### src/rtl/dot_row_collector_if.sv
// Handshake bundle between the dot-product accumulator, the row collector and write-back.
// The collector uses the slave modport; the driving environment uses master.
interface dot_row_collector_if #(
  parameter int unsigned IDX_W = 6
);
  logic [31:0]      sum_in;
  logic             sum_valid;
  logic [31:0]      res_data;
  logic [IDX_W-1:0] res_idx;
  logic             res_valid;
  logic             res_ready;

  modport master (
    output sum_in,
    output sum_valid,
    output res_ready,
    input  res_data,
    input  res_idx,
    input  res_valid
  );

  modport slave (
    input  sum_in,
    input  sum_valid,
    input  res_ready,
    output res_data,
    output res_idx,
    output res_valid
  );
endinterface

### src/rtl/dot_row_collector.sv
// Captures the final chunk sum of each matrix row, tags it with its row index and
// buffers it in a small FIFO drained over a valid/ready handshake.
module dot_row_collector #(
  parameter int unsigned CHUNKS_PER_ROW = 4,
  parameter int unsigned N_ROWS         = 64,
  parameter int unsigned IDX_W          = 6,
  parameter int unsigned DEPTH          = 8
) (
  input  logic                clk,
  input  logic                rst_n,
  input  logic                start,
  dot_row_collector_if.slave  bus,
  output logic                all_done,
  output logic                overflow
);

  localparam int unsigned CW = (CHUNKS_PER_ROW > 1) ? $clog2(CHUNKS_PER_ROW) : 1;
  localparam int unsigned RW = $clog2(N_ROWS + 1);
  localparam int unsigned AW = $clog2(DEPTH);

  localparam logic [CW-1:0] LastChunk = CW'(CHUNKS_PER_ROW - 1);
  localparam logic [RW-1:0] RowsTotal = RW'(N_ROWS);
  localparam logic [AW:0]   FullCnt   = (AW + 1)'(DEPTH);

  localparam logic [1:0] StIdle    = 2'd0;
  localparam logic [1:0] StCollect = 2'd1;
  localparam logic [1:0] StDrain   = 2'd2;
  localparam logic [1:0] StDone    = 2'd3;

  logic [1:0]       state_q, state_d;
  logic [CW-1:0]    chunk_q, chunk_d;
  logic [RW-1:0]    row_q, row_d;
  logic [AW-1:0]    wr_q, rd_q;
  logic [AW:0]      cnt_q;
  logic             ovf_q;

  logic [31:0]      mem_data [DEPTH];
  logic [IDX_W-1:0] mem_idx  [DEPTH];

  logic collect, row_final, pop, full, push, drop;

  // Strobes beyond the last row (one cycle before leaving COLLECT) are ignored.
  assign collect   = (state_q == StCollect) && (row_q != RowsTotal);
  assign row_final = collect && bus.sum_valid && (chunk_q == LastChunk);
  assign pop       = (cnt_q != '0) && bus.res_ready;
  assign full      = (cnt_q == FullCnt);
  assign push      = row_final && (!full || pop);
  assign drop      = row_final && full && !pop;

  always_comb begin
    state_d = state_q;
    chunk_d = chunk_q;
    row_d   = row_q;
    case (state_q)
      StIdle:    if (start) state_d = StCollect;
      StCollect: if (row_q == RowsTotal) state_d = StDrain;
      StDrain:   if (cnt_q == '0) state_d = StDone;
      StDone:    state_d = StDone;
      default:   state_d = StIdle;
    endcase
    if (collect && bus.sum_valid) begin
      if (chunk_q == LastChunk) begin
        chunk_d = '0;
        row_d   = row_q + RW'(1);
      end else begin
        chunk_d = chunk_q + CW'(1);
      end
    end
    if (!start) begin
      state_d = StIdle;
      chunk_d = '0;
      row_d   = '0;
    end
  end

  always_ff @(posedge clk or negedge rst_n) begin
    if (!rst_n) begin
      state_q <= StIdle;
      chunk_q <= '0;
      row_q   <= '0;
    end else begin
      state_q <= state_d;
      chunk_q <= chunk_d;
      row_q   <= row_d;
    end
  end

  // A low start flushes the FIFO and clears the sticky overflow ahead of any push/pop.
  always_ff @(posedge clk or negedge rst_n) begin
    if (!rst_n) begin
      wr_q  <= '0;
      rd_q  <= '0;
      cnt_q <= '0;
      ovf_q <= 1'b0;
    end else if (!start) begin
      wr_q  <= '0;
      rd_q  <= '0;
      cnt_q <= '0;
      ovf_q <= 1'b0;
    end else begin
      if (push) wr_q <= wr_q + AW'(1);
      if (pop)  rd_q <= rd_q + AW'(1);
      case ({push, pop})
        2'b10:   cnt_q <= cnt_q + (AW + 1)'(1);
        2'b01:   cnt_q <= cnt_q - (AW + 1)'(1);
        default: cnt_q <= cnt_q;
      endcase
      if (drop) ovf_q <= 1'b1;
    end
  end

  always_ff @(posedge clk) begin
    if (push) begin
      mem_data[wr_q] <= bus.sum_in;
      mem_idx[wr_q]  <= IDX_W'(row_q);
    end
  end

  // Head is gated so outputs read zero whenever the FIFO is empty.
  assign bus.res_valid = (cnt_q != '0);
  assign bus.res_data  = bus.res_valid ? mem_data[rd_q] : '0;
  assign bus.res_idx   = bus.res_valid ? mem_idx[rd_q] : '0;
  assign all_done      = (state_q == StDone);
  assign overflow      = ovf_q;

endmodule
### src/flat_wrapper.sv
// flat-port wrapper written by rule: the top's interface ports become plain ports
module dot_row_collector_flat 
#(
  parameter int unsigned CHUNKS_PER_ROW = 4,
  parameter int unsigned N_ROWS         = 64,
  parameter int unsigned IDX_W          = 6,
  parameter int unsigned DEPTH          = 8
)
  (clk, rst_n, start, all_done, overflow, bus_sum_in, bus_sum_valid, bus_res_ready, bus_res_data, bus_res_idx, bus_res_valid);
  dot_row_collector_if #(.IDX_W(IDX_W)) bus_i ();
  input  logic clk;
  input  logic rst_n;
  input  logic start;
  output logic all_done;
  output logic overflow;
  input wire logic [$bits(bus_i.sum_in)-1:0] bus_sum_in;
  input wire logic [$bits(bus_i.sum_valid)-1:0] bus_sum_valid;
  input wire logic [$bits(bus_i.res_ready)-1:0] bus_res_ready;
  output wire logic [$bits(bus_i.res_data)-1:0] bus_res_data;
  output wire logic [$bits(bus_i.res_idx)-1:0] bus_res_idx;
  output wire logic [$bits(bus_i.res_valid)-1:0] bus_res_valid;
  assign bus_i.sum_in = bus_sum_in;
  assign bus_i.sum_valid = bus_sum_valid;
  assign bus_i.res_ready = bus_res_ready;
  assign bus_res_data = bus_i.res_data;
  assign bus_res_idx = bus_i.res_idx;
  assign bus_res_valid = bus_i.res_valid;
  dot_row_collector #(.CHUNKS_PER_ROW(CHUNKS_PER_ROW), .N_ROWS(N_ROWS), .IDX_W(IDX_W), .DEPTH(DEPTH)) u_core (.clk(clk), .rst_n(rst_n), .start(start), .bus(bus_i), .all_done(all_done), .overflow(overflow));
endmodule
### config.mk
export PLATFORM = sky130hd
export DESIGN_NAME = dot_row_collector_flat
export DESIGN_NICKNAME = d
export VERILOG_FILES = /design/src/rtl/dot_row_collector_if.sv /design/src/rtl/dot_row_collector.sv /design/src/flat_wrapper.sv
export SDC_FILE = /design/constraint.sdc
export NUM_CORES = 1
export LEC_CHECK = 0
export CAP_MARGIN = 20
export CORE_UTILIZATION = 59
export CTS_CLUSTER_SIZE = 8
export DETAILED_ROUTE_END_ITERATION = 12
export PLACE_DENSITY = 0.79
export SKIP_CTS_REPAIR_TIMING = 1
export SLEW_MARGIN = 20
export SYNTH_ARGS = -nofsm -noshare
export SYNTH_HDL_FRONTEND = slang
export SYNTH_SLANG_ARGS = --single-unit
### constraint.sdc
create_clock -name clk -period 7.7 [get_ports clk]
set_input_delay 2.31 -clock clk [delete_from_list [all_inputs] [get_ports clk]]
set_output_delay 2.31 -clock clk [all_outputs]
set_load 0.01 [all_outputs]
### After elaboration in Yosys (flattened, before gate mapping)

Memories as Yosys holds them, arrays and structs flattened.
Index checks and enable logic that the tools add are counted.
Widths: inputs -> output; s select.

| word-level totals | value |
|---|---|
| register bits after elaboration | 22 |
| bits in latches | 0 |
| memory bits (writable) | 304 |
| memory bits (read-only) | 0 |
| input port bits | 37 |
| memories | 2 |

| operators by class | value |
|---|---|
| $add $sub $neg | 6 |
| multipliers | 0 |
| divide/modulo/power cells | 0 |
| magnitude comparators | 0 |
| eq/ne operators | 17 |
| shift-type cells | 0 |
| muxes and demuxes | 22 |
| bitwise logic cells | 0 |
| reduce and logical (&&, ||, !) cells | 15 |

Memory list:

| memory | depth | width | read ports | clocked after Yosys merged registers in | wr ports | RTL line | source |
|---|---|---|---|---|---|---|---|
| u_core.mem_data | 8 | 32 | 1 | 0 | 1 | dot_row_collector.sv:37 | `logic [31:0] mem_data [DEPTH];` |
| u_core.mem_idx | 8 | 6 | 1 | 0 | 1 | dot_row_collector.sv:38 | `logic [IDX_W-1:0] mem_idx [DEPTH];` |

Operators with widths:

| kind | number |
|---|---|
| $mux 32 | 1 |
| $mux 7 | 3 |
| $mux 2 | 6 |
| $mux 3 | 4 |
| $ne 2x1->1 const B | 5 |
| $eq 2x2->1 const B | 4 |
| $pmux 2 s4 | 1 |
| $pmux 4 s2 | 1 |
| $add 7x1->7 const B | 1 |
| $eq 7x7->1 const B | 1 |
| $logic_and 1x1->1 | 7 |
| $ne 7x7->1 const B | 1 |
| $add 3x1->3 const B | 2 |
| $mux 6 | 1 |
| $add 4x1->4 const B | 1 |
| $eq 2x1->1 const B | 2 |
| $eq 4x4->1 const B | 1 |
| $logic_not 4->1 | 1 |
| $mux 1 | 4 |
| $mux 4 | 1 |
| $reduce_and 2->1 | 2 |
| $reduce_bool 4->1 | 1 |
| $sub 4x1->4 const B | 1 |
| $ne 3x1->1 const B | 1 |
| 6 further kinds | 7 |

### Longest topological paths before layout

Gate-level depths: netlist of run 1.

| depth | value |
|---|---|
| depth after elaboration | 8 |
| mapped depth | 13 |
| mapped depth without buffers | 12 |

### Least setup slack after synthesis of run 1

No wires, ideal clock.

| path | value |
|---|---|
| kind | input to register |
| from | input bus_sum_valid |
| to | memory u_core.mem_data[0][0], enable pin |
| setup time | 0.528 ns |
| arrival time | 6.664 ns |
| required time | 7.172 ns |
| setup slack | 0.508 ns |
| stages | 4 |
| cells stage by stage | nand4b_1 a31oi_4 nand2_1 nor4_1 |

| between the ends | value |
|---|---|
| word-level cells in the longest chain between the ends | 5 |

Ends and longest elaborated chain:

| item | RTL line | source |
|---|---|---|
| start, declared | flat_wrapper.sv:17 | `input wire logic [$bits(bus_i.sum_valid)-1:0] bus_sum_valid;` |
| $logic_and 1x1->1 (2 in a row) | dot_row_collector.sv:44 | `assign row_final = collect && bus.sum_valid && (chunk_q == LastChunk);` |
| $logic_and 1x1->1 | dot_row_collector.sv:47 | `assign push = row_final && (!full \|\| pop);` |
| $mux 1 | dot_row_collector.sv:113 | `if (push) begin` |
| $mux 1 (not written as such) | dot_row_collector.sv:114 | `mem_data[wr_q] <= bus.sum_in;` |
| end, declared | dot_row_collector.sv:37 |  |

Every way passes these cells.

### Worst setup path after layout of run 1

| path | value |
|---|---|
| from | register u_core.rd_q[0] |
| to | output bus_res_idx[3] |

| between the ends | value |
|---|---|
| word-level cells in the longest chain between the ends | 2 |

Ends and longest elaborated chain:

| item | RTL line | source |
|---|---|---|
| start, declared | dot_row_collector.sv:33 | `logic [AW-1:0] wr_q, rd_q;` |
| start signal, assigned | dot_row_collector.sv:102 | `if (pop) rd_q <= rd_q + AW'(1);` |
| $mem_v2 8x6 | - |  |
| $mux 6 | dot_row_collector.sv:122 | `assign bus.res_idx = bus.res_valid ? mem_idx[rd_q] : '0;` |
| end, declared | flat_wrapper.sv:20 | `output wire logic [$bits(bus_i.res_idx)-1:0] bus_res_idx;` |

Every way passes these cells.

==> metrics, run 1 <==
die area=0.0223 sq mm; met3 GRT Util=roughly 4%; TritonRoute pass-1 iters=4; largest net degree at the start of global routing=79; synth top area cells=edfxtp_1 71%, mux4_2 13%, dfrtp_1 4.3%, mux2i_1 3.4%, nor2_1 1.9%; Ant. Diodes=0; DRT iter0 DRCs=roughly 500; peak supply drop=roughly 0.14 mV; starting density of the core=roughly three fifths; Max Freq=around 180 MHz; final setup vio count=0; sw frac=between 15 and 20%; Layout Skew=~14 ps; post-route antenna net violation count=0; met2 GRT Util=roughly 40%; Cell Area, Synth=between 0.01 and 0.015 sq mm; status=completed; Slew Viols, Final=0; Final GP Congestion=just over 0.8; P_int=roughly 3200 uW; met1 Use GR=a little under a third; Synth top area share=a little under three quarters; grt peak-use layer=met2; Clock Sinks=between 300 and 400; nets=about 780; Critical Path RT=between 5000 and 6000 ps; filler instances=approximately 1200; Critical Path Start Type=flop; crit-path max FO=30; Clk pin slew, worst setup/hold paths=approximately 50 ps; Comb power frac=between 5 and 6%; flops & latches, synth=approximately 330; cts bufs inserted=46; first-pass GRT wire length=about 38000 microns; HPWL Detailed=13400 microns; H-tree levels=2; Crit. End Element=output pin; synthesized net count=670; P per Cell Area=~260 mW/mm^2; via count=6208; synthesis-to-finish area growth=18.6%; max_cap viols=0; sequential element share of the synthesized area=approximately three quarters; crit path time final=5600 ps; GRT Overall Usage=between 20% and 30%; Slew @ Worst Pin=1120 ps; leakage power=0.00483 uW; DRC Markers=0; Psw=785 uW; port bufs=77; Final period util=72.8%; CP Cell Sequence=buf_4 -> mux4_2 -> mux2i_1 -> nor2_1 -> clkdlybuf4s50_1; TritonCTS clock tree=done; Final WS setup=2100 ps; routed len/inst=24.2 microns; DR vias/cell=approximately 6.1; Root Driver=clkbuf_16; crit path DAT=approximately 3300 ps; setup_tns=0 ps; clk_lat worst skew=approximately 530 ps; CP peak stage delay=730 ps; RSZ-0062 raised after global routing=false; Avg Inst Size Synth=20.5 sq um; Overflow after GRT=0; CP Class=flop to output pin; die height=149 microns; Slew headroom=25.0%; hold crit path type=flop to flop; final hold slack=506 ps; critical path's slowest cell=dfrtp_4; CTS max path bufs=3; fin util=approximately 72%; share of layout cells above drive strength 1=between 20% and 30%; number of synthesis warnings=0; Unique masters post-synth=40; num rows=53; Core Box Area=roughly 0.021 sq mm; leading area contributor after synthesis=edfxtp_1; Clk pwr share=45.2%; Place WS=~2200 ps; vias in the first global route=a little under 7000; initial antenna violation count=0; Flop pwr share=between 40% and 50%; die width=about 150 microns; final WL=between 20000 and 25000 microns; Final Hold Viols=0; Syn Inst Count=around 630; Top Ports=78
final timing paths:
kind / slack (ps) / to / cells after the start / start
max in group asynchronous: 5580 / u_core.rd_q[0]$_DFFE_PN0P_ / 1 / rst_n
min in group asynchronous: 1740 / u_core.cnt_q[0]$_DFFE_PN0P_ / 1 / rst_n
max: 2100 / bus_res_idx[3] / 5 / u_core.rd_q[0]$_DFFE_PN0P_
max reg2reg: 4160 / u_core.mem_data[1][4]$_DFFE_PP_ / 8 / u_core.row_q[1]$_DFFE_PN0P_
min: 510 / u_core.overflow$_DFFE_PN0P_ / 2 / u_core.overflow$_DFFE_PN0P_
min reg2reg: 510 / u_core.overflow$_DFFE_PN0P_ / 2 / u_core.overflow$_DFFE_PN0P_
cell usage in the layout (no fill, tap or decap), types with 2 or more instances in the layout:
cell type        netlist  final
nand3_1                3      3
and2_1                 6      6
xor2_1                 5      5
clkbuf_16              0     47
clkdlybuf4s50_1        0     76
ha_1                   7      7
dfrtp_4                0      2
inv_1                  6      6
nand2_1               11     11
a21oi_1                6      6
and3_1                 2      2
clkbuf_1              16     15
nor2_1                65     62
nor3_2                 0      4
dfrtp_1               22     19
mux4_2                76     76
xnor2_1                7      7
nor3_1                 7      3
edfxtp_1             304    304
o21ai_0                2      2
buf_4                  1     12
nor2_4                 0      3
nand2b_1               3      3
mux2i_1               43     43
nor2b_1                2      2
area by class of cell:
cell class	count	area (sq um)	area share, %
inverters	7	26.3	0.173
clock buffers	63	1250	8.19
repair buffers	89	856	5.62
flip-flops and latches	326	9690	63.7
clock inverters	2	28.8	0.189
well taps	275	344	2.26
multi-input cells	262	3030	19.9
cells in the mapped netlist:
library cell,number
nand2_1,11
mux2i_1,43
a211o_1,1
and3b_1,1
nand3b_1,1
nor3_1,7
nor2_1,65
and2_1,6
inv_2,1
a32oi_2,1
or3_1,1
buf_2,9
nor2b_1,2
nand4b_1,1
mux2i_4,1
dfrtp_1,22
nor4_4,1
edfxtp_1,304
mux2_2,1
inv_1,6
buf_4,1
o21a_1,1
mux4_2,76
nand2b_1,3
nand3_1,3
a31oi_4,1
xor2_1,5
nor2b_4,1
and3_1,2
nor4_1,2
a21oi_1,6
o21bai_1,1
buf_6,2
ha_1,7
xnor2_1,7
o21ai_0,2
clkbuf_1,16
o22ai_1,1
nand4_1,1
buf_1,3
per-stage QoR:
step,power (uW),area (sq um),instances
3_3_place_gp,2190,13900,959
2_1_floorplan,2090,12800,626
3_5_place_dp,2190,13900,959
4_1_cts,3970,15200,1024
5_1_grt,4050,15200,1024
6_report,3940,15200,1024
routing by layer:
metal / share of wire, % / vias up
li1: - / 2726
met3: 5.7 / 41
met1: 40 / 3231
met2: 53 / 210
met4: 1.9 / 0
met5: 0 / -
registers in the layout, indices dropped and copies added, names as in the netlist:
register         cells
u_core.rd_q          3
u_core.mem_data    256
u_core.overflow      1
u_core.cnt_q         4
u_core.mem_idx      48
u_core.state_q       2
u_core.wr_q          3
u_core.row_q         7
u_core.chunk_q       2
power by group through the flow:
stage	logic [uW]	clock network, uW	registers, uW
6_report	209	1780	1950
4_1_cts	212	1810	1950
3_5_place_dp	210	0	1980
2_1_floorplan	117	0	1970
5_1_grt	224	1880	1950
3_3_place_gp	204	0	1980
kinds of logic (layout without fill, tap and decap cells):
kind of cell               after synthesis  count (layout)  share of synthesized area [%]
DFF                                    326             326                           75.4
muxes                                  121             121                           17.0
and+or+nand+nor                        108             108                           3.91
buffers and inverters                   38             161                           1.35
AOI/OAI and AO/OA                       14              14                          0.839
xor gates and xnor gates                12              12                          0.819
adders and majority gates                7               7                          0.683
worst max-delay path: cells and delay by family, from the launching register on:
family / cells / cell delay, ps
simple gates: 1 / 120
buf+inv: 2 / 1140
flops: 1 / 730
mux: 2 / 730
Power figures use the tool's default switching activity.
==> run 2: changes to the inputs <==
clock period = 5.7 ns   (was 7.7 ns; I/O delays follow)
==> run 2 against run 1 <==
  * Sequential power up 35%
  * Clock skew grew 5.8 ps
  * Register-to-register slack got worse by 1800 ps
  * Final cell count rose by 0.68%
  * Sequential cell count did not move
  * Critical path type unchanged
  * Worst setup slack got worse by 1200 ps
  * Clock power up 34%
  * Via count grew 3.2%
  * Worst hold slack better by 29 ps
  * Sequential share of layout area is 0.40 points lower
  * Power up 35%
  * Final area grew 0.63%
==> metrics, run 2 (same netlist as run 1, synthesis figures left out) <==
clk_lat worst skew=530 ps; Placed Area=0.0141 sq mm; CP bufs+invs=2; CP Class=flop to output pin; final WL=roughly 27000 microns; Largest regs=u_core.mem_data: 256 flops, u_core.mem_idx: 48 flops, u_core.row_q: 7 flops; Reg2Reg Capture Point=u_core.mem_data[3][1]$_DFFE_PP_; critical path's slowest cell=dfrtp_4; first-pass GRT wire length=roughly 41000 microns; TritonCTS clock tree=done; peak supply drop=between 0.3 and 0.4 mV; DR vias/cell=a little over 6; Largest register FFs=approximately 260; post-route antenna net violation count=0; Crit. End Element=output pin; Slew Viols, Final=0; Root Driver=clkbuf_16; Hold Startpoint=u_core.overflow$_DFFE_PN0P_; initial antenna violation count=1; fin util=72.4%; Max Freq=about 210 MHz; Overflow after GRT=0; DRT iter0 DRCs=485; Worst Hold End=u_core.overflow$_DFFE_PN0P_; delay-heaviest family, CP=buffers and inverters; P_int=4250 uW; port bufs=between 70 and 80; Core Box Area=0.0212 sq mm; critical path depth=5; via count=around 6400; Slew headroom=27.1%; Clk pin slew, worst setup/hold paths=approximately 50 ps; hold crit path type=flop to flop; most common cell after layout, fill and taps aside=edfxtp_1; Psw=between 1000 and 1500 uW; sw frac=19.8%; CTS max path bufs=3; WHS Path Cells=2; leakage power=just under 0.005 uW; synthesis-to-finish area growth=19.3%; GRT Overall Usage=between 20% and 30%; Register-to-Register Path Depth=8; Critical Path Start Type=flop; share of layout cells above drive strength 1=approximately a fifth; crit path DAT=between 3000 and 4000 ps; Final GP Congestion=0.832; die width=about 150 microns; HPWL Detailed=14200 microns; CP Cell Sequence=buf_12 -> mux4_2 -> mux2i_1 -> nor2_1 -> clkdlybuf4s50_1; Critical Path RT=roughly 4000 ps; Comb power frac=between 5 and 6%; max_cap viols=0; routed len/inst=roughly 26 microns; DRC Markers=0; R2R Setup Slk=2360 ps; setup_tns=0 ps; Flop pwr share=about half; Final period util=between 80 and 90%; Most flops, register=u_core.mem_data; die area=roughly 0.022 sq mm; P per Cell Area=between 300 and 400 mW/mm^2; CP peak stage delay=between 800 and 900 ps; num rows=between 50 and 60; Clk pwr share=between 40% and 50%; nets=780; Clock Sinks=between 300 and 400; largest net degree at the start of global routing=75; commonest cells after routing, fill and taps aside=304 x edfxtp_1, 77 x clkdlybuf4s50_1, 76 x mux4_2; total power=5310 uW; status=completed; TritonRoute pass-1 iters=5; crit path time final=a little under 5000 ps; cts bufs inserted=46; Top Ports=78; die height=around 150 microns; H-tree levels=2; vias in the first global route=6958; starting density of the core=about three fifths; worst r2r src=u_core.row_q[0]$_DFFE_PN0P_; RSZ-0062 raised after global routing=false; Final Hold Viols=0; crit-path max FO=37; Slew @ Worst Pin=1090 ps; post-route cell area=between 0.015 and 0.02 sq mm; final setup vio count=0; Layout Skew=just under 20 ps
## run 2: cell count changes in the layout (fill, tap and decap cells not counted), sizes merged
cell,change
clkbuf,+3
inv,-1
diode,+1
buf,+3
clkdlybuf4s50,+1
## run 2: through the flow
stage / hold WS [ps] / instances / setup WS (ps)
2_1_floorplan: 490 / 626 / 105
3_3_place_gp: 500 / 963 / 1120
3_5_place_dp: 527 / 963 / 983
4_1_cts: 548 / 1030 / 800
5_1_grt: 584 / 1031 / 691
6_report: 536 / 1031 / 895
## run 2: worst max path at each step
stage	from	endpoint	slack, ps
floorplan	bus_sum_valid	u_core.mem_data[4][0]$_DFFE_PP_	100
global placement	bus_sum_valid	u_core.mem_data[3][0]$_DFFE_PP_	1120
detailed placement	bus_sum_valid	u_core.mem_data[3][5]$_DFFE_PP_	980
CTS	u_core.rd_q[0]$_DFFE_PN0P_	bus_res_data[30]	800
global route	u_core.rd_q[0]$_DFFE_PN0P_	bus_res_data[30]	690
finish	u_core.rd_q[0]$_DFFE_PN0P_	bus_res_idx[2]	890
## run 2: power groups by stage
stage          registers (uW)  logic [uW]  clock network [uW]
6_report                 2640         290                2380
5_1_grt                  2630         310                2530
4_1_cts                  2640         293                2420
3_5_place_dp             2680         288                   0
3_3_place_gp             2680         278                   0
2_1_floorplan            2670         158                   0
## run 2: worst register-to-register path, cell delays in order, from the launching register on
cell and delay [ps]:
dfrtp_1 560, inv_1 110, ha_1 200, and2_1 170, a31oi_4 380, and2_1 290
nand2_1 280, nor2_4 650, buf_4 380
## run 2: routing by layer
metal	up-vias	track usage, %	wire length, microns
li1	2733	-	-
met1	3331	33.0	10200
met2	278	43.5	14300
met3	63	4.51	1620
met4	0	10.2	854
met5	-	0	0
## run 2: area by class of cell
type                            count  area (sq um)
Antenna cell                        1          2.50
Clock buffer                       66          1250
Clock inverter                      1          8.76
Fill cell                        1188          5840
Inverter                            7          26.3
Multi-Input combinational cell    262          3040
Sequential cell                   326          9690
Tap cell                          275           344
Timing Repair Buffer               93           953
